[src/rtl/irq_ack_dispatch.sv]
// Interrupt response stage: samples the priority encoder's bank flags and channel code,
// and runs a req/ack handshake with the CPU. It then sends a one-hot ack pulse back to the winning source.
// Optional build macro ACK_TIMEOUT_EN adds a CPU-ack watchdog and a timeout output.
module irq_ack_dispatch #(
    parameter int NCHAN   = 9,
    parameter int NBANK   = 3,
    parameter int HOLDOFF = 2,
    parameter int TIMEOUT = 64
) (
    input  logic                   clk,
    input  logic                   rst,
    input  logic                   pa,
    input  logic                   pb,
    input  logic                   pc,
    input  logic [3:0]             chan,
    output logic                   irq,
    output logic [4:0]             vector,
    input  logic                   cpu_ack,
    output logic [NBANK*NCHAN-1:0] ack_onehot,
    output logic                   bad_code,
`ifdef ACK_TIMEOUT_EN
    output logic                   timeout,
`endif
    output logic                   busy
);

    localparam int NLINE  = NBANK * NCHAN;
    localparam int HOLD_W = 4;
    // An out-of-range configuration keeps the block permanently idle.
    localparam bit CFG_OK = (HOLDOFF >= 1) && (HOLDOFF <= 15) && (TIMEOUT >= 1);

    typedef enum logic [1:0] {IDLE, REQ, ACK, HOLD} state_t;

    state_t              r_state;
    logic                r_irq;
    logic [4:0]          r_vector;
    logic [NLINE-1:0]    r_ack;
    logic                r_bad;
    logic                r_busy;
    logic [HOLD_W-1:0]   r_hold;

    logic                w_any;
    logic                w_code_ok;
    logic [1:0]          w_bank;
    logic [4:0]          w_vec;
    logic [NLINE-1:0]    w_dec;

`ifdef ACK_TIMEOUT_EN
    localparam int TMO_W = $clog2(TIMEOUT + 1);
    logic [TMO_W-1:0]    r_tmo;
    logic                r_timeout;
    assign timeout = r_timeout;
`endif

    assign w_any     = CFG_OK && (pa || pb || pc);
    assign w_code_ok = ({28'd0, chan} < NCHAN);

    always_comb begin
        w_bank = 2'd2;
        if (pa)
            w_bank = 2'd0;
        else if (pb)
            w_bank = 2'd1;
        w_vec = 5'(w_bank) * 5'(NCHAN) + {1'b0, chan};
    end

    // Decode of the held vector into the acknowledge line pattern.
    generate
        for (genvar gi = 0; gi < NLINE; gi++) begin : g_dec
            assign w_dec[gi] = (r_vector == 5'(gi));
        end
    endgenerate

    always_ff @(posedge clk) begin
        if (rst) begin
            r_state  <= IDLE;
            r_irq    <= 1'b0;
            r_vector <= 5'd0;
            r_ack    <= '0;
            r_bad    <= 1'b0;
            r_busy   <= 1'b0;
            r_hold   <= '0;
`ifdef ACK_TIMEOUT_EN
            r_tmo     <= '0;
            r_timeout <= 1'b0;
`endif
        end else begin
            r_ack <= '0;
`ifdef ACK_TIMEOUT_EN
            r_timeout <= 1'b0;
`endif
            case (r_state)
                IDLE: begin
                    if (w_any) begin
                        if (w_code_ok) begin
                            r_vector <= w_vec;
                            r_irq    <= 1'b1;
                            r_busy   <= 1'b1;
                            r_state  <= REQ;
`ifdef ACK_TIMEOUT_EN
                            r_tmo    <= TMO_W'(1);
`endif
                        end else begin
                            r_bad <= 1'b1;
                        end
                    end
                end
                REQ: begin
                    if (cpu_ack) begin
                        r_irq   <= 1'b0;
                        r_ack   <= w_dec;
                        r_state <= ACK;
                    end
`ifdef ACK_TIMEOUT_EN
                    // Expiry sends the source through holdoff so it can re-request.
                    else if (r_tmo == TMO_W'(TIMEOUT)) begin
                        r_irq     <= 1'b0;
                        r_timeout <= 1'b1;
                        r_hold    <= HOLD_W'(HOLDOFF);
                        r_state   <= HOLD;
                    end else begin
                        r_tmo <= r_tmo + TMO_W'(1);
                    end
`endif
                end
                ACK: begin
                    r_hold  <= HOLD_W'(HOLDOFF);
                    r_state <= HOLD;
                end
                HOLD: begin
                    if (r_hold <= HOLD_W'(1)) begin
                        r_hold  <= '0;
                        r_busy  <= 1'b0;
                        r_state <= IDLE;
                    end else begin
                        r_hold <= r_hold - HOLD_W'(1);
                    end
                end
                default: begin
                    r_irq   <= 1'b0;
                    r_busy  <= 1'b0;
                    r_state <= IDLE;
                end
            endcase
        end
    end

    assign irq        = r_irq;
    assign vector     = r_vector;
    assign ack_onehot = r_ack;
    assign bad_code   = r_bad;
    assign busy       = r_busy;

endmodule

[config.mk]
export PLATFORM = sky130hd
export DESIGN_NAME = irq_ack_dispatch
export DESIGN_NICKNAME = d
export VERILOG_FILES = /design/src/rtl/irq_ack_dispatch.sv
export SDC_FILE = /design/constraint.sdc
export NUM_CORES = 1
export LEC_CHECK = 0
export BUFFER_PORTS_ARGS = -buffer_cell sky130_fd_sc_hd__buf_2
export CORE_MARGIN = 3
export CORE_UTILIZATION = 54
export DETAILED_ROUTE_END_ITERATION = 8
export PLACE_DENSITY = 0.82
export SLEW_MARGIN = 30
export SYNTH_ARGS = -nofsm -noshare
export SYNTH_HDL_FRONTEND = slang
export SYNTH_SLANG_ARGS = --single-unit
export TNS_END_PERCENT = 20
[constraint.sdc]
create_clock -name clk -period 3 [get_ports clk]
set_clock_uncertainty 0.1 [all_clocks]
set_input_delay 0.45 -clock clk [delete_from_list [all_inputs] [get_ports clk]]
set_output_delay 0.45 -clock clk [all_outputs]
set_load 0.02 [all_outputs]
Word-level counts from Yosys, hierarchy flattened:

Index checks and enable logic that the tools add are counted.

* $add $sub $neg: 2
* reduce and logical (&&, ||, !) cells: 13
* multiplexer cells: 15
* eq/ne operators: 33
* magnitude comparators: 2
* bitwise logic cells: 3
* $mul: 1

Operator list (number)
* $eq A5 B5 Y1 const B: 11
* $eq A5 B4 Y1 const B: 8
* $eq A5 B3 Y1 const B: 4
* $mux W2: 6
* $reduce_and A4 Y1: 3
* $eq A5 B2 Y1 const B: 2
* $ne A2 B2 Y1 const B: 4
* $pmux W2 S4: 1
* $pmux W4 S2: 1
* $reduce_and A3 Y1: 2
* $reduce_bool A2 Y1: 3
* $add A5 B4 Y5: 1
* $eq A5 B1 Y1 const B: 1
* $logic_not A5 Y1: 1
* $mul A2 B4 Y5 const B: 1
* $eq A2 B2 Y1 const B: 2
* $le A4 B1 Y1 const B: 1
* $lt A4 B4 Y1 const B: 1
* $mux W1: 4
* $mux W4: 1
* $pmux W1 S2: 2
* $sub A4 B1 Y4 const B: 1
* $not A1 Y1: 3
* $reduce_or A3 Y1: 1
* other kinds (3): 4

* output and inout port bits: 35
* word-level logic and storage cells: 76
* bits of input ports: 10
* register bits after elaboration: 41

Logic depth before layout (Yosys ltp):

* word-level depth: 4
* mapped depth: 7
* gate-level depth less buffers: 7

Worst setup path after synthesis:

OpenSTA, ideal clock, no wires.

* path kind: in2reg
* start point: input pa
* end point: register r_vector[3], in the netlist vector[3]
* arrival: 1.754 ns
* path slack: 1.060 ns
* buffers on the path: 0
* library setup time: 0.086 ns
* cell stages on the path: 6
* data required time: 2.814 ns
* path through: nor2_1 ha_1 ha_1 fa_1 xnor2_1 a211oi_1

* word-level cells in the longest chain between the ends: 3
* elaborated cells on any way between the ends: 6
* classes of those cells: add/sub (1); mul (1); mux (1); reduce/logical (3)

Ends and longest elaborated chain
* start, declared: RTL line 12 `input logic pa,`
* $mux W2 or $logic_or A1 B1 Y1 (tied branches): RTL line 60, 55
* $mul A2 B4 Y5 or $logic_or A1 B1 Y1 (tied branches): RTL line 64, 55
* $add A5 B4 Y5 or $reduce_and A3 Y1 (tied branches)
* end signal, assigned: RTL line 96 `r_vector <= w_vec;`
* end, declared: RTL line 36 `logic [4:0] r_vector;`

Parallel ways exist; a longest one is shown, timed or not.
A chain may end at the register's enable or synchronous reset.

Worst setup path after layout:

Same ends and word-level chain as after synthesis.

==> impl_metrics.tcl <==
set metrics [dict create \
    syn-num-nets 185 \
    die_h_um 60.1 \
    synth-async-reset-ratio_pct 0 \
    worstSetupPathType "primary input to register" \
    maxSlewViolCount 0 \
    end_kind "register" \
    min_path_type "primary input to register" \
    synth_edf_count 0 \
    clk-insertion-delay-late_ns 0.33 \
    status "finished clean" \
    detail_route.iter0.violations 29 \
    cts_tree "yes" \
    drc 0 \
    drtPass1Iterations 4 \
    ys_warn_count 0 \
    wl_per_cell_um 12.9 \
    reg2reg_setup_slack_ns 1.22 \
    cts_setup_buffers 0 \
    syn_avg_cell_area_um2 9.69 \
    dp_hpwl_um 2430 \
    setup_violations 0 \
    area_delta_synth_final_pct 19.1 \
    critPathLaunchType "primary input" \
    grt_overflow 0 \
    tightest_slew_ns 0.606 \
    most-common-layout-cells "buf_2, dfxtp_1, nor2_1" \
    synthCells 163 \
    htreeDepth 2 \
    period_minus_slack_ns 1.82 \
    ys.flop_type "dfxtp_1" \
    p_sw_share_pct 33.9 \
    cts_hold_repair.buffers 0 \
    wirelength_um 3090 \
    fin_nets 232 \
    power.density_nw_per_um2 679 \
    crit_buf_inv 1 \
    num-fill-cells 207 \
    die-area_um2 3610 \
    grt_pass1_wl_um 5020 \
    postRouteAntennaNets 0 \
    intPower_w 0.000844 \
    cap_violations 0 \
    drive_gt1_share_pct 27.1 \
    p_clk_share_pct 21.5 \
    slowest_delay_ns 0.38 \
    cts.clk_slew.worst_paths_ns 0.11 \
    rows 18 \
    numCtsBuffers 5 \
    grt_max_degree 19 \
    hold_viol_final 0 \
    grt_use_total_pct 18.8 \
    root_buffer "clkbuf_4" \
    cts_resized 0 \
    path_cells "buf_2 > nor2_1 > ha_1 > ha_1 > fa_1 > xnor2_1 > a211oi_1" \
    crit_fanout 3 \
    crit_family "adder cells" \
    die_x_um 60.1 \
    critical_path_arrival_ns 1.97 \
    antenna_found_initial 0 \
    peakVddDrop_uv 555 \
    seq_power_share_pct 50.1 \
    p_comb_share_pct 28.4 \
    power_leakage_nw 0.869 \
    globalplace.congestion 0.772 \
    clockBufferDepth 2 \
    grt_pass1_vias 1143 \
    seq_area_frac_synth_pct 52.0 \
    core_um2 2640 \
    io-pin-count 45 \
    p_sw_w 0.000434 \
    crit_top_cell "ha_1" \
    dpl_cell_area_um2 1820 \
    start_util_pct 59.9 \
    synthDistinctLibCells 34 \
    rsz0062_at_grt "false" \
    setup_tns_ns 0 \
    cp_slowest_cell "fa_1" \
    max_freq_mhz 549 \
    required_ns 3.15 \
    via_per_inst 5.33 \
    synth-seq-cells 41 \
    layout_commonest_cell "buf_2" \
    netlist_area_um2 1580 \
    port_buffers 44 \
    antennaDiodeCount 0 \
    cts_sinks 41 \
    fin_area_um2 1880 \
    num_vias 1278 \
    slew_headroom_pct 59.3 \
    timing.final.crit_share_pct 60.7 \
]
[final cells by class]
class                      count  area, um^2  share of cell area [%]
multi-input combinational    112         721                    38.3
inverter                       6        22.5                    1.20
clock buffer                   6        51.3                    2.73
timing repair buffer          44         220                    11.7
tap                           30        37.5                    2.00
clock inverter                 1        7.51                   0.399
sequential                    41         821                    43.6
[worst paths after layout]
path | start | end | cells after the start
max | pa | vector[3] | 7
min | cpu_ack | irq | 2
max reg2reg | r_hold[0] | r_state[0] | 6
min reg2reg | bad_code | bad_code | 2
[power groups by stage]
stage	registers, W	logic [W]	clock network (W)
2_1_floorplan	0.000684	0.000230	0
3_3_place_gp	0.000647	0.000344	0
3_5_place_dp	0.000652	0.000364	0
4_1_cts	0.000640	0.000365	0.000277
5_1_grt	0.000649	0.000400	0.000301
6_report	0.000640	0.000363	0.000274
[registers in the layout, indices dropped and copies added (netlist names)]
name,cells
vector,5
r_hold,4
ack_onehot,27
r_state,2
bad_code,1
irq,1
busy,1
[worst reg2reg max path, cell delays in order, from the launching register on]
cell and delay, ns:
dfxtp_1 0.38, inv_1 0.08, ha_1 0.18, nor2_1 0.07
o31ai_1 0.51, and3_1 0.27, a211oi_1 0.07
[per-stage QoR]
step	util, %	instances	setup WS, ns	hold WS (ns)	power (W)
finish	71.4	240	1.18	0.252	0.00128
floorplan	-	163	1.06	0.389	0.000913
CTS	71.4	240	1.17	0.245	0.00128
global placement	69.1	233	0.891	0.350	0.000991
global route	71.4	240	0.979	0.249	0.00135
detailed placement	69.1	233	0.819	0.366	0.00102
[cells by family (layout without fill, tap and decap cells)]
kind of cell | Yosys count | in the layout | synth area share (%)
XOR/XNOR | 3 | 3 | 1.66
adder cells (fa/ha/maj) | 12 | 12 | 9.98
multiplexers | 3 | 3 | 1.90
buffers and inverters | 10 | 57 | 2.38
AND/OR/NAND/NOR | 74 | 74 | 22.4
flip-flops | 41 | 41 | 52.0
AO/OA/AOI/OAI | 20 | 20 | 9.67
[per-layer routing]
layer / GRT usage (%) / wire length (um) / vias to the layer above
li1: - / - / 635
met1: 23.0 / 1300 / 594
met5: 0 / 0 / -
met2: 32.1 / 1550 / 44
met3: 4.54 / 208 / 5
met4: 6.65 / 30 / 0
[cell usage after synthesis, types with 2 or more instances]
cell type,number,area [um^2]
xnor2_1,3,26.3
nand2_1,10,37.5
nor2_1,39,146
clkbuf_1,4,15.0
a211oi_1,2,15.0
a21oi_1,2,10.0
o31ai_1,2,15.0
o21ai_0,2,10.0
inv_1,6,22.5
and3_1,2,12.5
mux2i_1,3,30.0
dfxtp_1,41,821
o31a_1,2,17.5
nand2b_1,6,37.5
ha_1,11,138
nor3_1,4,20.0
nor2b_1,5,31.3
a31oi_1,2,12.5
o21a_1,2,15.0
No activity file was read; power rests on OpenSTA's default activity.
